**src/rtl/pcm_ar_envelope.sv**
```systemverilog
// Attack/sustain/release envelope: scales each unsigned PCM sample by an 8-bit level
// that ramps up while gate is high and ramps down after it falls.
module pcm_ar_envelope #(
    parameter int PCM_W  = 16,
    parameter int ENV_W  = 8,
    parameter int RATE_W = 4
) (
    input  logic              clk,
    input  logic              rst_n,
    input  logic              gate,
    input  logic [RATE_W-1:0] attack_rate,
    input  logic [RATE_W-1:0] release_rate,
    input  logic [PCM_W-1:0]  pcm_in,
    output logic [PCM_W-1:0]  pcm_out,
    output logic [ENV_W-1:0]  env_level,
    output logic [1:0]        env_state
);

    localparam int PRESC_W  = 15;
    localparam int PROD_W   = PCM_W + ENV_W;

    localparam logic [ENV_W-1:0] LEVEL_FULL = {ENV_W{1'b1}};
    localparam logic [ENV_W-1:0] LEVEL_ZERO = {ENV_W{1'b0}};
    localparam logic [ENV_W-1:0] LEVEL_ONE  = {{(ENV_W-1){1'b0}}, 1'b1};

    typedef enum logic [1:0] {
        ST_IDLE    = 2'd0,
        ST_ATTACK  = 2'd1,
        ST_SUSTAIN = 2'd2,
        ST_RELEASE = 2'd3
    } env_state_t;

    env_state_t          state_q, state_d;
    logic [ENV_W-1:0]    level_q, level_d;
    logic [PRESC_W-1:0]  presc_q, presc_d;
    logic [PCM_W-1:0]    pcm_q,   pcm_d;

    logic [RATE_W-1:0]   rate_s;
    logic                ramp_s;
    logic                strobe_s;
    logic [PROD_W-1:0]   product_s;

    // Step period is 2^rate clocks, so the strobe threshold is a mask of rate ones.
    function automatic logic [PRESC_W-1:0] step_limit(input logic [RATE_W-1:0] rate);
        return ~({PRESC_W{1'b1}} << rate);
    endfunction

    // Next-state, level step and prescaler control.
    always_comb begin
        state_d = state_q;
        level_d = level_q;

        if (state_q == ST_RELEASE) begin
            rate_s = release_rate;
        end else begin
            rate_s = attack_rate;
        end

        ramp_s   = (state_q == ST_ATTACK) || (state_q == ST_RELEASE);
        strobe_s = ramp_s && (presc_q >= step_limit(rate_s));

        case (state_q)
            ST_IDLE: begin
                if (gate) begin
                    state_d = ST_ATTACK;
                end else begin
                    state_d = ST_IDLE;
                end
            end
            ST_ATTACK: begin
                // Gate wins over the step: a falling gate never takes the increment.
                if (!gate) begin
                    state_d = ST_RELEASE;
                end else if (strobe_s) begin
                    if (level_q == LEVEL_FULL) begin
                        state_d = ST_SUSTAIN;
                    end else begin
                        level_d = level_q + LEVEL_ONE;
                        if (level_q == (LEVEL_FULL - LEVEL_ONE)) begin
                            state_d = ST_SUSTAIN;
                        end else begin
                            state_d = ST_ATTACK;
                        end
                    end
                end else begin
                    state_d = ST_ATTACK;
                end
            end
            ST_SUSTAIN: begin
                if (!gate) begin
                    state_d = ST_RELEASE;
                end else begin
                    state_d = ST_SUSTAIN;
                end
            end
            ST_RELEASE: begin
                if (gate) begin
                    state_d = ST_ATTACK;
                end else if (strobe_s) begin
                    if (level_q == LEVEL_ZERO) begin
                        state_d = ST_IDLE;
                    end else begin
                        level_d = level_q - LEVEL_ONE;
                        if (level_q == LEVEL_ONE) begin
                            state_d = ST_IDLE;
                        end else begin
                            state_d = ST_RELEASE;
                        end
                    end
                end else begin
                    state_d = ST_RELEASE;
                end
            end
            default: begin
                state_d = ST_IDLE;
                level_d = LEVEL_ZERO;
            end
        endcase

        if ((state_d != state_q) || !ramp_s || strobe_s) begin
            presc_d = {PRESC_W{1'b0}};
        end else begin
            presc_d = presc_q + 15'd1;
        end
    end

    // Sample scaling uses the level in force before the edge.
    always_comb begin
        product_s = {{ENV_W{1'b0}}, pcm_in} * {{PCM_W{1'b0}}, level_q};
        pcm_d     = product_s[PROD_W-1:ENV_W];
    end

    // State, level, prescaler and output sample registers.
    always_ff @(posedge clk or negedge rst_n) begin
        if (!rst_n) begin
            state_q <= ST_IDLE;
            level_q <= LEVEL_ZERO;
            presc_q <= {PRESC_W{1'b0}};
            pcm_q   <= {PCM_W{1'b0}};
        end else begin
            state_q <= state_d;
            level_q <= level_d;
            presc_q <= presc_d;
            pcm_q   <= pcm_d;
        end
    end

    assign pcm_out   = pcm_q;
    assign env_level = level_q;
    assign env_state = state_q;

endmodule

```
**config.mk**
```make
export PLATFORM = sky130hd
export DESIGN_NAME = pcm_ar_envelope
export DESIGN_NICKNAME = d
export VERILOG_FILES = /design/src/rtl/pcm_ar_envelope.sv
export SDC_FILE = /design/constraint.sdc
export NUM_CORES = 1
export LEC_CHECK = 0
export ABC_AREA = 0
export CORE_ASPECT_RATIO = 0.6
export CORE_UTILIZATION = 54
export CTS_CLUSTER_DIAMETER = 100
export CTS_CLUSTER_SIZE = 28
export DETAILED_ROUTE_END_ITERATION = 7
export HOLD_SLACK_MARGIN = 0.02
export PLACE_DENSITY_LB_ADDON = 0.08
export SLEW_MARGIN = 25
export SYNTH_ARGS = -nofsm -noshare
export SYNTH_HDL_FRONTEND = slang
export SYNTH_SLANG_ARGS = --single-unit
```
**constraint.sdc**
```tcl
create_clock -name clk -period 4.5 [get_ports clk]
set_input_delay 0.45 -clock clk [delete_from_list [all_inputs] [get_ports clk]]
set_output_delay 0.45 -clock clk [all_outputs]
set_load 0.1 [all_outputs]
```
==> results of run 1 <==
## cell type report
type / instances / area share
repair buffers: 124 / 0.143
inverters: 104 / 0.0512
well taps: 139 / 0.0228
multi-input cells: 503 / 0.626
clock buffers: 6 / 0.0169
flip-flops and latches: 41 / 0.138
clock inverters: 2 / 0.00197
## cell usage after synthesis (all sizes together), types with 2 or more instances
| cell | n | area [sq um] |
|---|---|---|
| nor2b | 3 | 18.8 |
| inv | 104 | 390 |
| nand4 | 9 | 56.3 |
| nor2 | 32 | 120 |
| xnor2 | 14 | 123 |
| a21oi | 25 | 129 |
| and2 | 71 | 444 |
| nor4 | 3 | 18.8 |
| or2 | 2 | 12.5 |
| and4 | 2 | 18.8 |
| nand3 | 18 | 90.1 |
| mux2i | 9 | 90.1 |
| ha | 61 | 763 |
| o211ai | 2 | 20.0 |
| and3 | 8 | 50.1 |
| clkbuf | 17 | 63.8 |
| xor2 | 21 | 184 |
| nor3 | 4 | 20.0 |
| a21o | 7 | 52.6 |
| dfrtp | 41 | 1030 |
| nand2 | 81 | 304 |
| buf | 4 | 20.0 |
| nand2b | 2 | 12.5 |
| a211oi | 6 | 45.0 |
| o21a | 6 | 45.0 |
| o311ai | 2 | 25.0 |
| or4 | 2 | 15.0 |
| fa | 83 | 1660 |
| o21ai | 13 | 65.1 |
## registers in the layout (all words and copies together), names as in the netlist
name and count:
pcm_out 16, presc_q 15, env_level 8, env_state 2
## worst max-delay path, stage by stage, from the launching register on
cell and delay [ns]:
dfrtp_4 0.51, buf_8 0.16, nand2_1 0.07, fa_2 0.37
fa_1 0.56, fa_1 0.44, fa_1 0.55, inv_1 0.04
ha_1 0.21, a2111o_1 0.40, a21oi_4 0.19, nor2_1 0.10
o311a_1 0.31, or4_1 0.41, o311ai_1 0.10
## cells by family (layout without fill, tap and decap cells)
group                      Yosys count  after routing  synth area share
AOI/OAI and AO/OA                   75             75            0.0855
xor gates and xnor gates            35             35            0.0507
adders and majority gates          144            144             0.401
buffers and inverters              125            236            0.0785
DFF                                 41             41             0.170
muxes                                9              9            0.0149
and+or+nand+nor                    240            240             0.199
## what timing repair did
action                     CTS  global route
pin swaps                    2             3
gates resized for setup     15            38
setup endpoints to repair   10            10
buffers inserted             2             7
## power breakdown
| part | switching (mW) | internal (mW) |
|---|---|---|
| registers | 0.0286 | 0.400 |
| logic | 0.412 | 0.233 |
| clock network | 0.141 | 0.205 |
| total | 0.582 | 0.838 |
## metal layers
layer,vias up,GRT usage
met2,139,0.437
met3,18,0.0614
li1,2357,-
met1,2494,0.406
met4,0,0.0306
met5,-,0
## how the worst max path moves through the flow
stage	slack, ns	depth (start not counted)	from	end
after floorplan	-0.19	16	env_level[4]	pcm_out[9]
after global placement	-0.41	14	pcm_in[2]	pcm_out[9]
after detailed placement	-0.51	14	pcm_in[2]	pcm_out[9]
after CTS	-0.03	14	env_level[4]	pcm_out[9]
after global routing	-0.18	15	env_level[4]	pcm_out[9]
final	-0.03	14	env_level[4]	pcm_out[9]
==> impl_metrics.csv, run 1 <==
group,metric,value,unit
status,status,"finished, violations left",
status,violations,"design-rule violations, negative setup slack",
routing,dr.pass1.iters,6,
cells_and_area,fin_nets,950,
min_path,hold_path.class,"in -> async",
floorplanning,rows,29,
routing,met2_length,7020,microns
floorplanning,start_util,0.563,
timing,rsz0062_at_grt,"true",
routing,wl_met1,7450,microns
power,powerDensity,186,nW/um^2
cells_and_area,layout-drive-gt1-share,0.178,
clocking,cts_root_buf,"clkbuf_16",
placed_design,dpl_worst_slack,-0.510,ns
floorplanning,fp.dieH,83.9,microns
routing,wl_per_cell,17.0,microns
synth,synth_flop_cell,"dfrtp_1",
synth,synth-seq-cells,41,
power,irDropWorstVdd,396,uV
clocking,cts_buffer_depth,2,
synth,syn-cell-area,6040,sq um
placed_design,port_buffers,52,
cells_and_area,final_cells,919,
grt,groute.usage.overall,0.278,
routing,highest_layer,"met4",
worst_setup_path,path_class,"reg -> reg",
timing,clock_skew,0.00667,ns
clocking,cts_buffers,5,
placed_design,dp.cells,902,
worst_setup_path,r2r_start,"env_level[4]",
timing,post-route-period-util,1.01,
job,drv_cap,0,
grt,grt_pass1_vias,5116,
cells_and_area,seqCellArea,1050,sq um
timing,fmax,221,MHz
routing,vias,5008,
power,power,1.42,mW
routing,drtIter0Drc,269,
clocking,clkTransAtPathRegs,0.06,ns
timing,tns,-0.0540,ns
floorplanning,core_area,10700,sq um
cells_and_area,multi_input_area,4770,sq um
placed_design,dpl_cell_area,7240,sq um
clocking,ctsHtreeMaxLevel,2,
cells_and_area,final_util,0.710,
floorplanning,io_pins,53,
placed_design,gp_congestion,0.877,
routing,viasPerCell,5.45,
worst_setup_path,worstSetupEndpointType,"register",
grt,overflow,0,
synth,seq_area_frac_synth,0.170,
worst_setup_path,worst_ep_arrival_time,4.71,ns
timing,finalWorstSetupSlack,-0.0308,ns
worst_setup_path,crit_required,4.68,ns
timing,slew_violations,0,
worst_setup_path,ff2ff_path_depth,14,
synth,syn_inst,669,
timing,layout_min_cycle_time,4.53,ns
synth,synth_nets,840,
worst_setup_path,startpoint_type,"register",
grt,antenna_found_initial,0,
timing,slew_headroom,0.340,
timing,setup_violations,2,
timing,hold_viol,0,
cells_and_area,final_cell_mix,"inv_1 (99), fa_1 (80), nand2_1 (78)",
clocking,cts_tree,"yes",
routing,post-route-drc-count,9,
floorplanning,die_area,11600,sq um
timing,worstMarginPinSlew,0.987,ns
grt,grt_pass1_wl,25400,microns
cells_and_area,mostFrequentLayoutCell,"inv_1",
routing,wl_met3,994,microns
worst_setup_path,r2r-end,"pcm_out[9]",
routing,totalWireLength,15600,microns
cells_and_area,syn_to_final_growth,26.1,%
synth,avgSynthCellArea,9.03,sq um
routing,ant_nets,0,
power,p_leak,3.79,nW
worst_setup_path,r2r_setup_slack,-0.03,ns
clocking,numClockSinks,41,
clocking,hold_buffers,0,
synth,async_flop_share,1.00,
synth,ys_types,52,
clocking,clock_latency,0.29,ns
cells_and_area,antenna_cells,0,
synth,ys_warn_count,0,
floorplanning,die-width,139,microns
timing,whs,0.131,ns
placed_design,dp_hpwl,12300,microns
cells_and_area,design_area,7620,sq um
worst_setup_path,path_max_fanout,8,
cells_and_area,fill_cells,807,
grt,grt_max_degree,42,
synth,synth_edf_count,0,
Note: power is estimated with default switching activity, not from simulation.
==> run 2, diff against run 1 <==
clock period = 3.8 ns   (was 4.5 ns; I/O delays follow)
==> run 2 against run 1 <==
The run still ends with design-rule violations, negative setup slack left. Global-route usage grew 3.0 points. Sequential power grew 19%. Setup slack lost 0.68 ns. Clock power grew 41%. Cell count grew 2.6%. Maximum frequency grew 0.34%. Critical endpoint is now pcm_out[14]. Largest power group unchanged.
==> impl_metrics.csv, run 2 (synthesis gave the netlist of run 1 again) <==
group,metric,value,unit
status,status,"finished, violations left",
status,violations,"design-rule violations, negative setup slack",
timing,setup_violations,15,
cells_and_area,final_cells,943,
grt,groute.usage.overall,0.308,
timing,hold_viol,0,
floorplanning,start_util,0.563,
cells_and_area,fin_nets,974,
cells_and_area,seqCellArea,1050,sq um
worst_setup_path,path_max_fanout,5,
floorplanning,fp.dieH,83.9,microns
timing,fmax,221,MHz
placed_design,dpl_cell_area,7430,sq um
worst_setup_path,r2r_setup_slack,-0.72,ns
power,power,1.83,mW
clocking,clkTransAtPathRegs,0.06,ns
timing,clock_skew,0.00463,ns
cells_and_area,final_cell_mix,"inv_1 (96), nand2_1 (76), fa_1 (76), buf_4 (76), and2_1 (62)",
power,p_leak,3.97,nW
cells_and_area,syn_to_final_growth,33.6,%
timing,post-route-period-util,1.19,
worst_setup_path,path_class,"reg -> reg",
timing,rsz0062_at_grt,"true",
worst_setup_path,worstSetupEndpointType,"register",
power,seq_power_share,0.277,
placed_design,dp.cells,920,
grt,grt_pass1_wl,27600,microns
routing,dr.pass1.iters,7,
cells_and_area,fill_cells,723,
placed_design,dp_hpwl,12800,microns
cells_and_area,design_area,8070,sq um
power,switching_power,0.731,mW
worst_setup_path,worst_ep_arrival_time,4.73,ns
grt,grt_pass1_vias,5318,
placed_design,port_buffers,52,
clocking,cts_tree,"yes",
power,p_int,1.10,mW
timing,whs,0.0646,ns
grt,antenna_found_initial,0,
timing,slew_headroom,0.332,
routing,wl_per_cell,17.6,microns
timing,layout_min_cycle_time,4.52,ns
clocking,numClockSinks,41,
clocking,clock_latency,0.29,ns
routing,viasPerCell,5.42,
power,irDropWorstVdd,231,uV
placed_design,dpl_worst_slack,-1.19,ns
cells_and_area,layout-drive-gt1-share,0.243,
grt,grt_max_degree,42,
timing,slew_violations,0,
routing,ant_nets,0,
timing,worstMarginPinSlew,0.998,ns
floorplanning,core_area,10700,sq um
floorplanning,io_pins,53,
routing,totalWireLength,16600,microns
cells_and_area,mostFrequentLayoutCell,"inv_1",
job,drv_cap,0,
placed_design,gp_congestion,0.895,
cells_and_area,multi_input_area,4960,sq um
power,pwr-share-clk,0.266,
floorplanning,die-width,139,microns
floorplanning,rows,29,
worst_setup_path,startpoint_type,"register",
clocking,cts_root_buf,"clkbuf_16",
cells_and_area,antenna_cells,0,
cells_and_area,largest_reg_flops,16,
routing,post-route-drc-count,9,
timing,finalWorstSetupSlack,-0.715,ns
power,powerDensity,227,nW/um^2
min_path,hold_path.class,"in -> async",
routing,drtIter0Drc,486,
routing,vias,5108,
worst_setup_path,crit_required,4.01,ns
power,p_comb_frac,0.457,
power,sw_frac_of_total,0.399,
clocking,cts_buffers,5,
floorplanning,die_area,11600,sq um
grt,overflow,0,
clocking,ctsHtreeMaxLevel,2,
clocking,cts_buffer_depth,2,
run 2: changes by cell type in the layout (fill, tap and decap cells not counted), moves of 4 or more:
cell,change
buf_6,+15
buf_4,+9
fa_1,-4
fa_2,+4
ha_1,-4
ha_4,+4
mux2i_1,-4
mux2i_2,+4
run 2: timing repair:
item,4_1_cts,5_1_grt
resized for setup,75,23
buffers inserted,14,1
pin swaps,29,19
hold buffers,0,0
setup endpoints to repair,16,33
cloned,0,0
run 2: final cells by class:
| class | count | share of cell area |
|---|---|---|
| clock inverters | 2 | 0.00480 |
| repair buffers | 148 | 0.165 |
| multi-input cells | 503 | 0.614 |
| clock buffers | 6 | 0.0160 |
| well taps | 139 | 0.0215 |
| flip-flops and latches | 41 | 0.130 |
| inverters | 104 | 0.0483 |
run 2: power by group through the flow:
| stage | logic (mW) | registers [mW] | clock network (mW) |
|---|---|---|---|
| 2_1_floorplan | 0.263 | 0.725 | 0 |
| 3_3_place_gp | 0.722 | 0.514 | 0 |
| 3_5_place_dp | 0.736 | 0.511 | 0 |
| 4_1_cts | 0.803 | 0.504 | 0.494 |
| 5_1_grt | 0.897 | 0.510 | 0.519 |
| 6_report | 0.838 | 0.508 | 0.488 |
run 2: critical path, stage by stage (launching register included):
cell       delay (ns)
dfrtp_4          0.53
buf_6            0.16
nand2_2          0.06
fa_1             0.44
fa_1             0.58
inv_1            0.05
fa_1             0.52
fa_1             0.47
ha_4             0.18
a2111o_1         0.33
a21oi_4          0.18
buf_6            0.14
a2bb2oi_4        0.22
buf_12           0.14
o21ai_4          0.07
a211oi_2         0.22
xnor2_1          0.15
run 2: stage by stage:
step	util	TNS, ns
after floorplan	-	-8.80
after global placement	0.692	-13.33
after detailed placement	0.692	-15.07
after CTS	0.742	-8.79
after global routing	0.752	-10.85
final	0.752	-8.98
run 2: final timing paths:
| path | cells past startpoint | start | endpoint |
|---|---|---|---|
| min in group clk | 1 | presc_q[0] | presc_q[0] |
| max in group asynchronous | 1 | rst_n | env_level[6] |
| min reg2reg | 1 | presc_q[0] | presc_q[0] |
| max | 16 | env_level[4] | pcm_out[14] |
| max reg2reg | 16 | env_level[4] | pcm_out[14] |
| min | 1 | rst_n | presc_q[0] |
run 2: layer usage:
layer	vias to the layer above	wire length, microns	global-route usage
li1	2405	-	-
met1	2544	7970	0.461
met2	147	7540	0.478
met3	12	929	0.0597
met4	0	119	0.0327
met5	-	0	0
==> run 3, diff against run 2 <==
clock period = 4.1 ns   (was 3.8 ns; I/O delays follow)
==> run 3 against run 2 <==
Flip-flop and latch count stayed put. Die area stayed put. The flow still finishes with violations (design-rule violations, negative setup slack). Highest routed layer unchanged. Critical path depth is 1 higher.
==> impl_metrics.csv, run 3 (synthesis gave the netlist of run 1 again) <==
group,metric,value,unit
timing,slew_headroom,0.344,
cells_and_area,layout-drive-gt1-share,0.236,
clocking,ctsHtreeMaxLevel,2,
clocking,cts_buffers,5,
routing,ant_nets,0,
min_path,min_from,"presc_q[0]",
routing,dr.pass1.iters,7,
clocking,cts_buffer_depth,2,
worst_setup_path,cp_top_family,"adder cells",
power,powerDensity,204,nW/um^2
power,p_leak,3.94,nW
grt,groute.usage.overall,0.293,
worst_setup_path,r2r-end,"pcm_out[14]",
clocking,clkTransAtPathRegs,0.06,ns
status,status,"finished, violations left",
cells_and_area,final_cell_mix,"inv_1 (96), buf_4 (79), nand2_1 (76), fa_1 (76), and2_1 (62)",
worst_setup_path,r2r_setup_slack,-0.44,ns
worst_setup_path,crit_required,4.26,ns
grt,antenna_found_initial,0,
timing,rsz0062_at_grt,"true",
timing,clock_skew,0.00388,ns
worst_setup_path,ff2ff_path_depth,17,
worst_setup_path,path_class,"reg -> reg",
cells_and_area,largest_reg_flops,16,
worst_setup_path,crit_path_cell_trace,"buf_12 > buf_12 > and2_1 > fa_1 > inv_1 > fa_1 > fa_1 > fa_1 > inv_1 > ha_4 > and4_4 > o211ai_4 > a2bb2oi_4 > buf_4 > o21ai_4 > a211oi_2 > xnor2_1",
floorplanning,die_area,11600,sq um
worst_setup_path,critPathMostFrequentCell,"fa_1",
cells_and_area,mostFrequentLayoutCell,"inv_1",
grt,grt_pass1_wl,26800,microns
routing,vias,5249,
worst_setup_path,worst_ep_arrival_time,4.70,ns
timing,setup_violations,13,
routing,drtIter0Drc,358,
min_path,hold_end,"presc_q[0]",
cells_and_area,design_area,8030,sq um
worst_setup_path,path_buf_inv,5,
floorplanning,fp.dieH,83.9,microns
floorplanning,io_pins,53,
worst_setup_path,startpoint_type,"register",
timing,worstMarginPinSlew,0.981,ns
cells_and_area,fill_cells,741,
grt,grt_max_degree,42,
timing,finalWorstSetupSlack,-0.443,ns
worst_setup_path,r2r_start,"env_level[3]",
floorplanning,core_area,10700,sq um
job,drv_cap,0,
worst_setup_path,path_max_fanout,5,
grt,overflow,0,
status,violations,"design-rule violations, negative setup slack",
timing,fmax,220,MHz
timing,layout_min_cycle_time,4.54,ns
routing,post-route-drc-count,9,
worst_setup_path,slowest_delay,0.54,ns
timing,hold_viol,0,
routing,wl_per_cell,17.6,microns
min_path,hold-path-cell-count,1,
cells_and_area,fin_nets,976,
clocking,numClockSinks,41,
routing,totalWireLength,16700,microns
clocking,cts_tree,"yes",
worst_setup_path,worstSetupEndpointType,"register",
floorplanning,start_util,0.563,
clocking,cts_root_buf,"clkbuf_16",
min_path,hold_path.class,"reg -> reg",
cells_and_area,antenna_cells,0,
grt,grt_pass1_vias,5425,
placed_design,dpl_cell_area,7430,sq um
placed_design,port_buffers,52,
power,irDropWorstVdd,389,uV
clocking,clock_latency,0.28,ns
worst_setup_path,slowest_stage,"fa_1",
timing,post-route-period-util,1.11,
routing,viasPerCell,5.55,
cells_and_area,syn_to_final_growth,32.9,%
placed_design,dp_hpwl,12700,microns
floorplanning,rows,29,
placed_design,gp_congestion,0.901,
floorplanning,die-width,139,microns
timing,slew_violations,0,
cells_and_area,final_util,0.748,
-- run 3: layer usage --
metal / routed length (microns) / share of wire / track usage
met5: 0 / 0 / 0
met4: 179 / 0.011 / 0.0337
met3: 1250 / 0.075 / 0.0666
met2: 7670 / 0.46 / 0.473
met1: 7560 / 0.45 / 0.416
-- run 3: through the flow --
step                worst slack (ns)  total power, mW  cells  hold WS, ns  TNS [ns]
finish                        -0.443             1.64    945        0.512     -4.27
global route                  -0.557             1.71    945        0.529     -5.78
CTS                           -0.385             1.57    933        0.299     -3.20
detailed placement            -0.859             1.16    920        0.510     -9.94
global placement              -0.770             1.15    920        0.495     -8.74
floorplan                     -0.588            0.913    669        0.114     -4.23
-- run 3: final cells by class --
cell class	instances	area (sq um)	area share
Multi-Input combinational cell	503	4920	0.613
Timing Repair Buffer	150	1340	0.167
Sequential cell	41	1050	0.131
Inverter	104	390	0.0486
Tap cell	139	174	0.0217
Clock buffer	6	139	0.0173
Clock inverter	2	13.8	0.00171
-- run 3: how the worst max path moves through the flow --
stage	cells past startpoint	start	to	slack (ns)
6_report	17	env_level[3]	pcm_out[14]	-0.44
5_1_grt	15	env_level[7]	pcm_out[9]	-0.56
4_1_cts	15	env_level[7]	pcm_out[9]	-0.38
3_5_place_dp	14	pcm_in[2]	pcm_out[9]	-0.86
3_3_place_gp	14	pcm_in[2]	pcm_out[9]	-0.77
2_1_floorplan	16	env_level[4]	pcm_out[9]	-0.59
-- run 3: where the power goes --
| part | internal (mW) | total [mW] | leakage (nW) | switching (mW) |
|---|---|---|---|---|
| clock | 0.242 | 0.403 | 0.0768 | 0.160 |
| sequential | 0.439 | 0.471 | 0.517 | 0.0324 |
| combinational | 0.288 | 0.762 | 3.35 | 0.474 |
| total | 0.969 | 1.64 | 3.94 | 0.667 |
-- run 3: what timing repair did --
item | 4_1_cts | 5_1_grt
resized for setup | 29 | 54
endpoints found under the setup margin | 15 | 15
pin swaps | 5 | 28
endpoints found under the hold margin | 0 | 10
cloned | 0 | 0
hold buffers | 0 | 1
setup buffers | 5 | 10
